--- src/rtl/spi_master.sv ---
// Mode-0 SPI master: one DATA_WIDTH-bit full-duplex frame per valid/ready handshake, MSB first.
// sclk comes from an internal divider (CLK_DIV clk cycles per sclk half-period).
module spi_master #(
   parameter int DATA_WIDTH = 8,
   parameter int CLK_DIV    = 4
) (
   input  logic                  clk,
   input  logic                  rst_n,
   input  logic                  tx_valid,
   output logic                  tx_ready,
   input  logic [DATA_WIDTH-1:0] tx_data,
   output logic                  rx_valid,
   output logic [DATA_WIDTH-1:0] rx_data,
   output logic                  busy,
   output logic                  sclk,
   output logic                  mosi,
   input  logic                  miso,
   output logic                  ss
);

   localparam int DIV_W = (CLK_DIV > 1) ? $clog2(CLK_DIV) : 1;
   localparam int CNT_W = $clog2(DATA_WIDTH + 1);

   if (CLK_DIV < 2 || DATA_WIDTH < 2) begin : g_param_check
      $error("spi_master: CLK_DIV and DATA_WIDTH must both be >= 2");
   end

   typedef enum logic [2:0] {
      ST_IDLE  = 3'd0,
      ST_SETUP = 3'd1,
      ST_HIGH  = 3'd2,
      ST_LOW   = 3'd3,
      ST_HOLD  = 3'd4
   } state_t;

   state_t                state_r, state_s;
   logic [DIV_W-1:0]      div_r, div_s;
   logic [CNT_W-1:0]      bit_cnt_r, bit_cnt_s;
   logic [DATA_WIDTH-1:0] tx_sh_r, tx_sh_s;
   logic [DATA_WIDTH-1:0] rx_sh_r, rx_sh_s;
   logic [DATA_WIDTH-1:0] rx_data_r, rx_data_s;
   logic                  sclk_r, sclk_s;
   logic                  mosi_r, mosi_s;
   logic                  ss_r, ss_s;
   logic                  rx_valid_r, rx_valid_s;
   logic                  tx_ready_r, tx_ready_s;
   logic                  busy_r, busy_s;
   logic                  tc_s;

   // Next-state and next-output logic for the frame sequencer.
   always_comb begin
      state_s    = state_r;
      div_s      = div_r;
      bit_cnt_s  = bit_cnt_r;
      tx_sh_s    = tx_sh_r;
      rx_sh_s    = rx_sh_r;
      rx_data_s  = rx_data_r;
      sclk_s     = sclk_r;
      mosi_s     = mosi_r;
      ss_s       = ss_r;
      rx_valid_s = 1'b0;
      tx_ready_s = tx_ready_r;
      busy_s     = busy_r;
      tc_s       = (div_r == DIV_W'(CLK_DIV - 1));

      if (tc_s) begin
         div_s = {DIV_W{1'b0}};
      end else begin
         div_s = div_r + DIV_W'(1);
      end

      case (state_r)
         ST_IDLE: begin
            div_s = {DIV_W{1'b0}};
            if (tx_valid && tx_ready_r) begin
               state_s    = ST_SETUP;
               tx_sh_s    = tx_data;
               mosi_s     = tx_data[DATA_WIDTH-1];
               ss_s       = 1'b0;
               sclk_s     = 1'b0;
               bit_cnt_s  = {CNT_W{1'b0}};
               tx_ready_s = 1'b0;
               busy_s     = 1'b1;
            end else begin
               state_s = ST_IDLE;
            end
         end
         // SETUP and LOW both end in a rising sclk edge that samples miso.
         ST_SETUP, ST_LOW: begin
            if (tc_s) begin
               state_s   = ST_HIGH;
               sclk_s    = 1'b1;
               rx_sh_s   = {rx_sh_r[DATA_WIDTH-2:0], miso};
               bit_cnt_s = bit_cnt_r + CNT_W'(1);
            end else begin
               state_s = state_r;
            end
         end
         ST_HIGH: begin
            if (tc_s) begin
               sclk_s = 1'b0;
               if (bit_cnt_r < CNT_W'(DATA_WIDTH)) begin
                  state_s = ST_LOW;
                  mosi_s  = tx_sh_r[DATA_WIDTH-2];
                  tx_sh_s = tx_sh_r << 1;
               end else begin
                  state_s = ST_HOLD;
               end
            end else begin
               state_s = ST_HIGH;
            end
         end
         ST_HOLD: begin
            if (tc_s) begin
               state_s    = ST_IDLE;
               ss_s       = 1'b1;
               mosi_s     = 1'b0;
               rx_data_s  = rx_sh_r;
               rx_valid_s = 1'b1;
               tx_ready_s = 1'b1;
               busy_s     = 1'b0;
            end else begin
               state_s = ST_HOLD;
            end
         end
         default: begin
            state_s    = ST_IDLE;
            div_s      = {DIV_W{1'b0}};
            ss_s       = 1'b1;
            sclk_s     = 1'b0;
            mosi_s     = 1'b0;
            tx_ready_s = 1'b1;
            busy_s     = 1'b0;
         end
      endcase
   end

   // State and output registers with asynchronous reset (abort is immediate).
   always_ff @(posedge clk or negedge rst_n) begin
      if (!rst_n) begin
         state_r    <= ST_IDLE;
         div_r      <= {DIV_W{1'b0}};
         bit_cnt_r  <= {CNT_W{1'b0}};
         tx_sh_r    <= {DATA_WIDTH{1'b0}};
         rx_sh_r    <= {DATA_WIDTH{1'b0}};
         rx_data_r  <= {DATA_WIDTH{1'b0}};
         sclk_r     <= 1'b0;
         mosi_r     <= 1'b0;
         ss_r       <= 1'b1;
         rx_valid_r <= 1'b0;
         tx_ready_r <= 1'b1;
         busy_r     <= 1'b0;
      end else begin
         state_r    <= state_s;
         div_r      <= div_s;
         bit_cnt_r  <= bit_cnt_s;
         tx_sh_r    <= tx_sh_s;
         rx_sh_r    <= rx_sh_s;
         rx_data_r  <= rx_data_s;
         sclk_r     <= sclk_s;
         mosi_r     <= mosi_s;
         ss_r       <= ss_s;
         rx_valid_r <= rx_valid_s;
         tx_ready_r <= tx_ready_s;
         busy_r     <= busy_s;
      end
   end

   assign tx_ready = tx_ready_r;
   assign busy     = busy_r;
   assign rx_valid = rx_valid_r;
   assign rx_data  = rx_data_r;
   assign sclk     = sclk_r;
   assign mosi     = mosi_r;
   assign ss       = ss_r;

endmodule

--- config.mk ---
export PLATFORM = sky130hd
export DESIGN_NAME = spi_master
export DESIGN_NICKNAME = d
export VERILOG_FILES = /design/src/rtl/spi_master.sv
export SDC_FILE = /design/constraint.sdc
export NUM_CORES = 1
export LEC_CHECK = 0
export ABC_AREA = 1
export BUFFER_PORTS_ARGS = -buffer_cell sky130_fd_sc_hd__buf_2
export CAP_MARGIN = 5
export CORE_UTILIZATION = 35
export CTS_BUF_LIST = sky130_fd_sc_hd__clkbuf_8 sky130_fd_sc_hd__clkbuf_16
export CTS_CLUSTER_SIZE = 30
export DETAILED_ROUTE_END_ITERATION = 12
export SLEW_MARGIN = 20
export SYNTH_ARGS = -nofsm -noshare
export SYNTH_HDL_FRONTEND = slang
export SYNTH_SLANG_ARGS = --single-unit
--- constraint.sdc ---
create_clock -name clk -period 1.6 [get_ports clk]
set_input_delay 0.16 -clock clk [delete_from_list [all_inputs] [get_ports clk]]
set_output_delay 0.16 -clock clk [all_outputs]
set_load 0.005 [all_outputs]
==> results.tsv <==
stage	metric	value	unit
pwr	power density relative to cell area	1632	mW/mm²
critical_path	maximum net fanout on the critical path	10	
final_layout	commonest cells after routing, fill and taps aside	sky130_fd_sc_hd__nand2_1 (77), sky130_fd_sc_hd__dfrtp_1 (36), sky130_fd_sc_hd__buf_2 (25)	
sta	minimum period implied by the final worst setup slack	1395	ps
critical_path	WP data required	1810	ps
final_layout	fraction of final layout cells sized beyond drive strength 1	0.2500	
clocking	Post-CTS Repair Setup Buffers	0	
detailed_routing	Metal-1 WL	1.579	mm
floorplan	total I/O pin count	26	
grt	number of global-route vias before repair	1252	
grt	global-route wire length before repair	5.533	mm
detailed_routing	vias	1310	
clocking	H-tree levels	2	
final_layout	layout overhead on the synthesized area	18.96	%
final_layout	total non-filler cell area in the finished layout	0.002041	mm²
clocking	TritonCTS Sinks	37	
detailed_routing	number of vias per cell after detailed routing	4.441	
grt	initial antenna violation count	0	
critical_path	end of the worst register-to-register path	tx_sh_r[5]	
critical_path	series of cell instances along the critical path	nor2_2 -> nand2_4 -> inv_6 -> nand2_4 -> nand2_4 -> nand2_1 -> o21ai_2	
pwr	maximum vdd drop	665.6	µV
sta	Rel. slew slack	0.7462	
logic_synthesis	area share of the leading cell type in the synthesized netlist	0.5252	
pwr	leakage power	1.115	nW
logic_synthesis	Unique masters post-synth	23	
critical_path	Worst Setup End Kind	flip-flop	
sta	RSZ-0062 raised after global routing	false	
critical_path	arrival time reported for the critical path endpoint	1610	ps
critical_path	count of buffer and inverter cells on the critical path	1	
detailed_routing	Met3 Wirelength	135	µm
final_layout	nets	242	
logic_synthesis	cell types occupying the most area after synthesis	sky130_fd_sc_hd__dfrtp_1 (53%), sky130_fd_sc_hd__nand2_1 (17%), sky130_fd_sc_hd__o21ai_2 (5.1%)	
logic_synthesis	post-synthesis sequential area ratio	0.5405	
worst_hold_path	endpoint of the worst hold-timing path	rx_sh_r[0]	
logic_synthesis	Async S/R FF share, synth	1.000	
grt	pin count of the biggest net entering global routing	23	
final_layout	Storage cell area	927.1	µm²
critical_path	worst setup path startpoint	state_r[2]	
detailed_routing	met2 layer wire length in the routed design	1.427	mm
logic_synthesis	most frequently used flop master after synthesis	sky130_fd_sc_hd__dfrtp_1	
detailed_routing	top layer used by detailed routing	met4	
grt	grt ovf	0	
floorplan	Std-Cell Core Area	0.004723	mm²
sta	Final Max Tran Viols	0	
sta	Worst Tran Pin Value	380.7	ps
clocking	master cell of the clock root buffer	sky130_fd_sc_hd__clkbuf_8	
detailed_routing	post-detailed-route wirelength per cell	10.77	µm
logic_synthesis	number of nets in the synthesized netlist	210	
sta	setup violation total in the final timing report	0	
critical_path	kind of launch point of the worst setup path	flip-flop	
logic_synthesis	mean post-synth cell area	8.752	µm²
detailed_routing	Total Wirelength	3.178	mm
critical_path	Critical Path Slowest Stage Cell	sky130_fd_sc_hd__dfrtp_1	
clocking	TritonCTS clock tree	built	
critical_path	kind of critical path	reg -> reg	
floorplan	vertical extent of the die	72.01	µm
clocking	clock transition at the registers of the reported paths	70	ps
worst_hold_path	cell depth of the worst hold path	3	
detailed_routing	initial DRC count	73	
placement	I/O Buffers	25	
final_layout	total inserted antenna cells	0	
floorplan	die width	72.01	µm
grt	global-route usage over all layers	0.1376	
sta	final number of hold-violating endpoints	0	
placement	routability-driven placement congestion ratio	0.8741	
worst_hold_path	critical hold path startpoint	miso	
critical_path	Worst R2R Setup Slack	200	ps
clocking	source-to-sink clock delay at the later pin of the worst-skew pair	280	ps
critical_path	startpoint of the lowest-slack register-to-register path	state_r[2]	
floorplan	die area	0.005185	mm²
floorplan	number of standard-cell rows in the floorplan	25	
logic_synthesis	count of warnings emitted by yosys	0	
critical_path	biggest cell delay along the critical path	480	ps
logic_synthesis	flip-flop and latch count after synthesis	37	
run_status	outcome	completed	
clocking	CTS Buffer Depth	2	
placement	final HPWL from detailed placement	2.274	mm
final_layout	count of fill cells added during filler insertion	461	
worst_hold_path	worst min-delay path class	in -> reg	
logic_synthesis	EDFF count, synth	0	
run	max_cap viols	0	
critical_path	depth of the worst register-to-register path	7	
final_layout	area occupied by multi-input gates	680.7	µm²
logic_synthesis	synthesized instance count	196	
floorplan	starting density of the core	0.3632	
logic_synthesis	cell area after technology mapping	0.001715	mm²
detailed_routing	number of iterations in the first detailed-routing pass	4	
sta	post-route clock skew	6.704	ps
clocking	cells resized by post-CTS repair	0	
final_layout	most common cell after layout, fill and taps aside	sky130_fd_sc_hd__nand2_1	
logic_synthesis	post-synth top area cell	sky130_fd_sc_hd__dfrtp_1	
sta	fraction of the cycle the final worst path needs	0.8720	
detailed_routing	number of remaining DRC errors	0	
detailed_routing	antenna-violating nets left	0	
sta	achievable clock frequency	0.7168	GHz
sta	total negative slack for setup checks	0	ps
critical_path	cell family contributing the most delay on the critical path	simple AND/OR/NAND/NOR gates	
clocking	number of clock buffers inserted by TritonCTS	5	
critical_path	most prevalent standard cell on the critical path	sky130_fd_sc_hd__nand2_4	
placement	total placed instance area	0.001941	mm²
==> worst register-to-register path, cell delays in order, from the launching register on <==
cell and delay [ps]:
sky130_fd_sc_hd__dfrtp_1 480, sky130_fd_sc_hd__nor2_2 250, sky130_fd_sc_hd__nand2_4 150, sky130_fd_sc_hd__inv_6 130, sky130_fd_sc_hd__nand2_4 90, sky130_fd_sc_hd__nand2_4 110
sky130_fd_sc_hd__nand2_1 70, sky130_fd_sc_hd__o21ai_2 50
==> how the worst max path moves through the flow <==
stage	to	slack [ps]	depth (start not counted)
2_1_floorplan	tx_sh_r[5]	420	7
4_1_cts	tx_sh_r[5]	200	7
5_1_grt	tx_sh_r[1]	120	7
3_5_place_dp	tx_sh_r[5]	230	7
6_report	tx_sh_r[5]	200	7
3_3_place_gp	tx_sh_r[5]	230	7
==> metrics by stage <==
| stage | std cells | hold WS [ps] | utilization | total power, mW | setup slack (ps) |
|---|---|---|---|---|---|
| final | 295 | 81.39 | 0.4321 | 3.330 | 204.8 |
| after floorplan | 196 | -135.6 | - | 2.383 | 417.7 |
| after global routing | 295 | 103.0 | 0.4321 | 3.622 | 115.4 |
| after global placement | 287 | 108.0 | 0.4109 | 2.685 | 229.1 |
| after CTS | 295 | 71.18 | 0.4321 | 3.377 | 197.3 |
| after detailed placement | 287 | 103.3 | 0.4109 | 2.696 | 232.3 |
==> flip-flops by register name, indices dropped and copies added (netlist names) <==
name,count
tx_sh_r,7
tx_ready,1
rx_data,8
sclk,1
bit_cnt_r,4
rx_sh_r,8
rx_valid,1
state_r,3
div_r,2
mosi,1
busy,1
==> cells in the mapped netlist (2+ instances only) <==
master                     n
sky130_fd_sc_hd__o21ai_0  14
sky130_fd_sc_hd__nand3_2   2
sky130_fd_sc_hd__nand2_4   4
sky130_fd_sc_hd__inv_1    19
sky130_fd_sc_hd__nand4_1   2
sky130_fd_sc_hd__ha_1      2
sky130_fd_sc_hd__nand3_1  14
sky130_fd_sc_hd__o21ai_2  10
sky130_fd_sc_hd__dfrtp_1  36
sky130_fd_sc_hd__nor2_1    2
sky130_fd_sc_hd__nand2_1  77
sky130_fd_sc_hd__nor2_2    2
sky130_fd_sc_hd__o21ai_1   2
==> where the power goes <==
part / internal [mW] / switching [mW]
registers: 1.23 / 0.197
clock network: 0.340 / 0.316
logic: 0.457 / 0.792
==> cell families (layout without fill, tap and decap cells) <==
logic type | count (synthesis) | count (layout) | synth area share
xor+xnor | 1 | 1 | 0.005107
fa+ha+maj | 2 | 2 | 0.01459
flops | 37 | 37 | 0.5405
compound gates | 26 | 26 | 0.09774
buf+inv | 24 | 56 | 0.06273
simple gates | 106 | 106 | 0.2794
==> area by class of cell <==
type,instances,area share
Sequential cell,37,0.4543
Multi-Input combinational cell,135,0.3335
Timing Repair Buffer,28,0.08584
Inverter,21,0.04108
Tap cell,67,0.04108
Clock buffer,6,0.04047
Clock inverter,1,0.003679
==> layer usage <==
metal,global-route usage,vias to the layer above
met2,0.2138,33
met4,0.04575,0
li1,-,683
met3,0.03611,5
met1,0.1881,589
met5,0,-
==> timing repair <==
item	in CTS	in global routing
hold buffers	1	0
endpoints found under the hold margin	15	0
setup endpoints to repair	0	0
No activity file was read; power rests on OpenSTA's default activity.
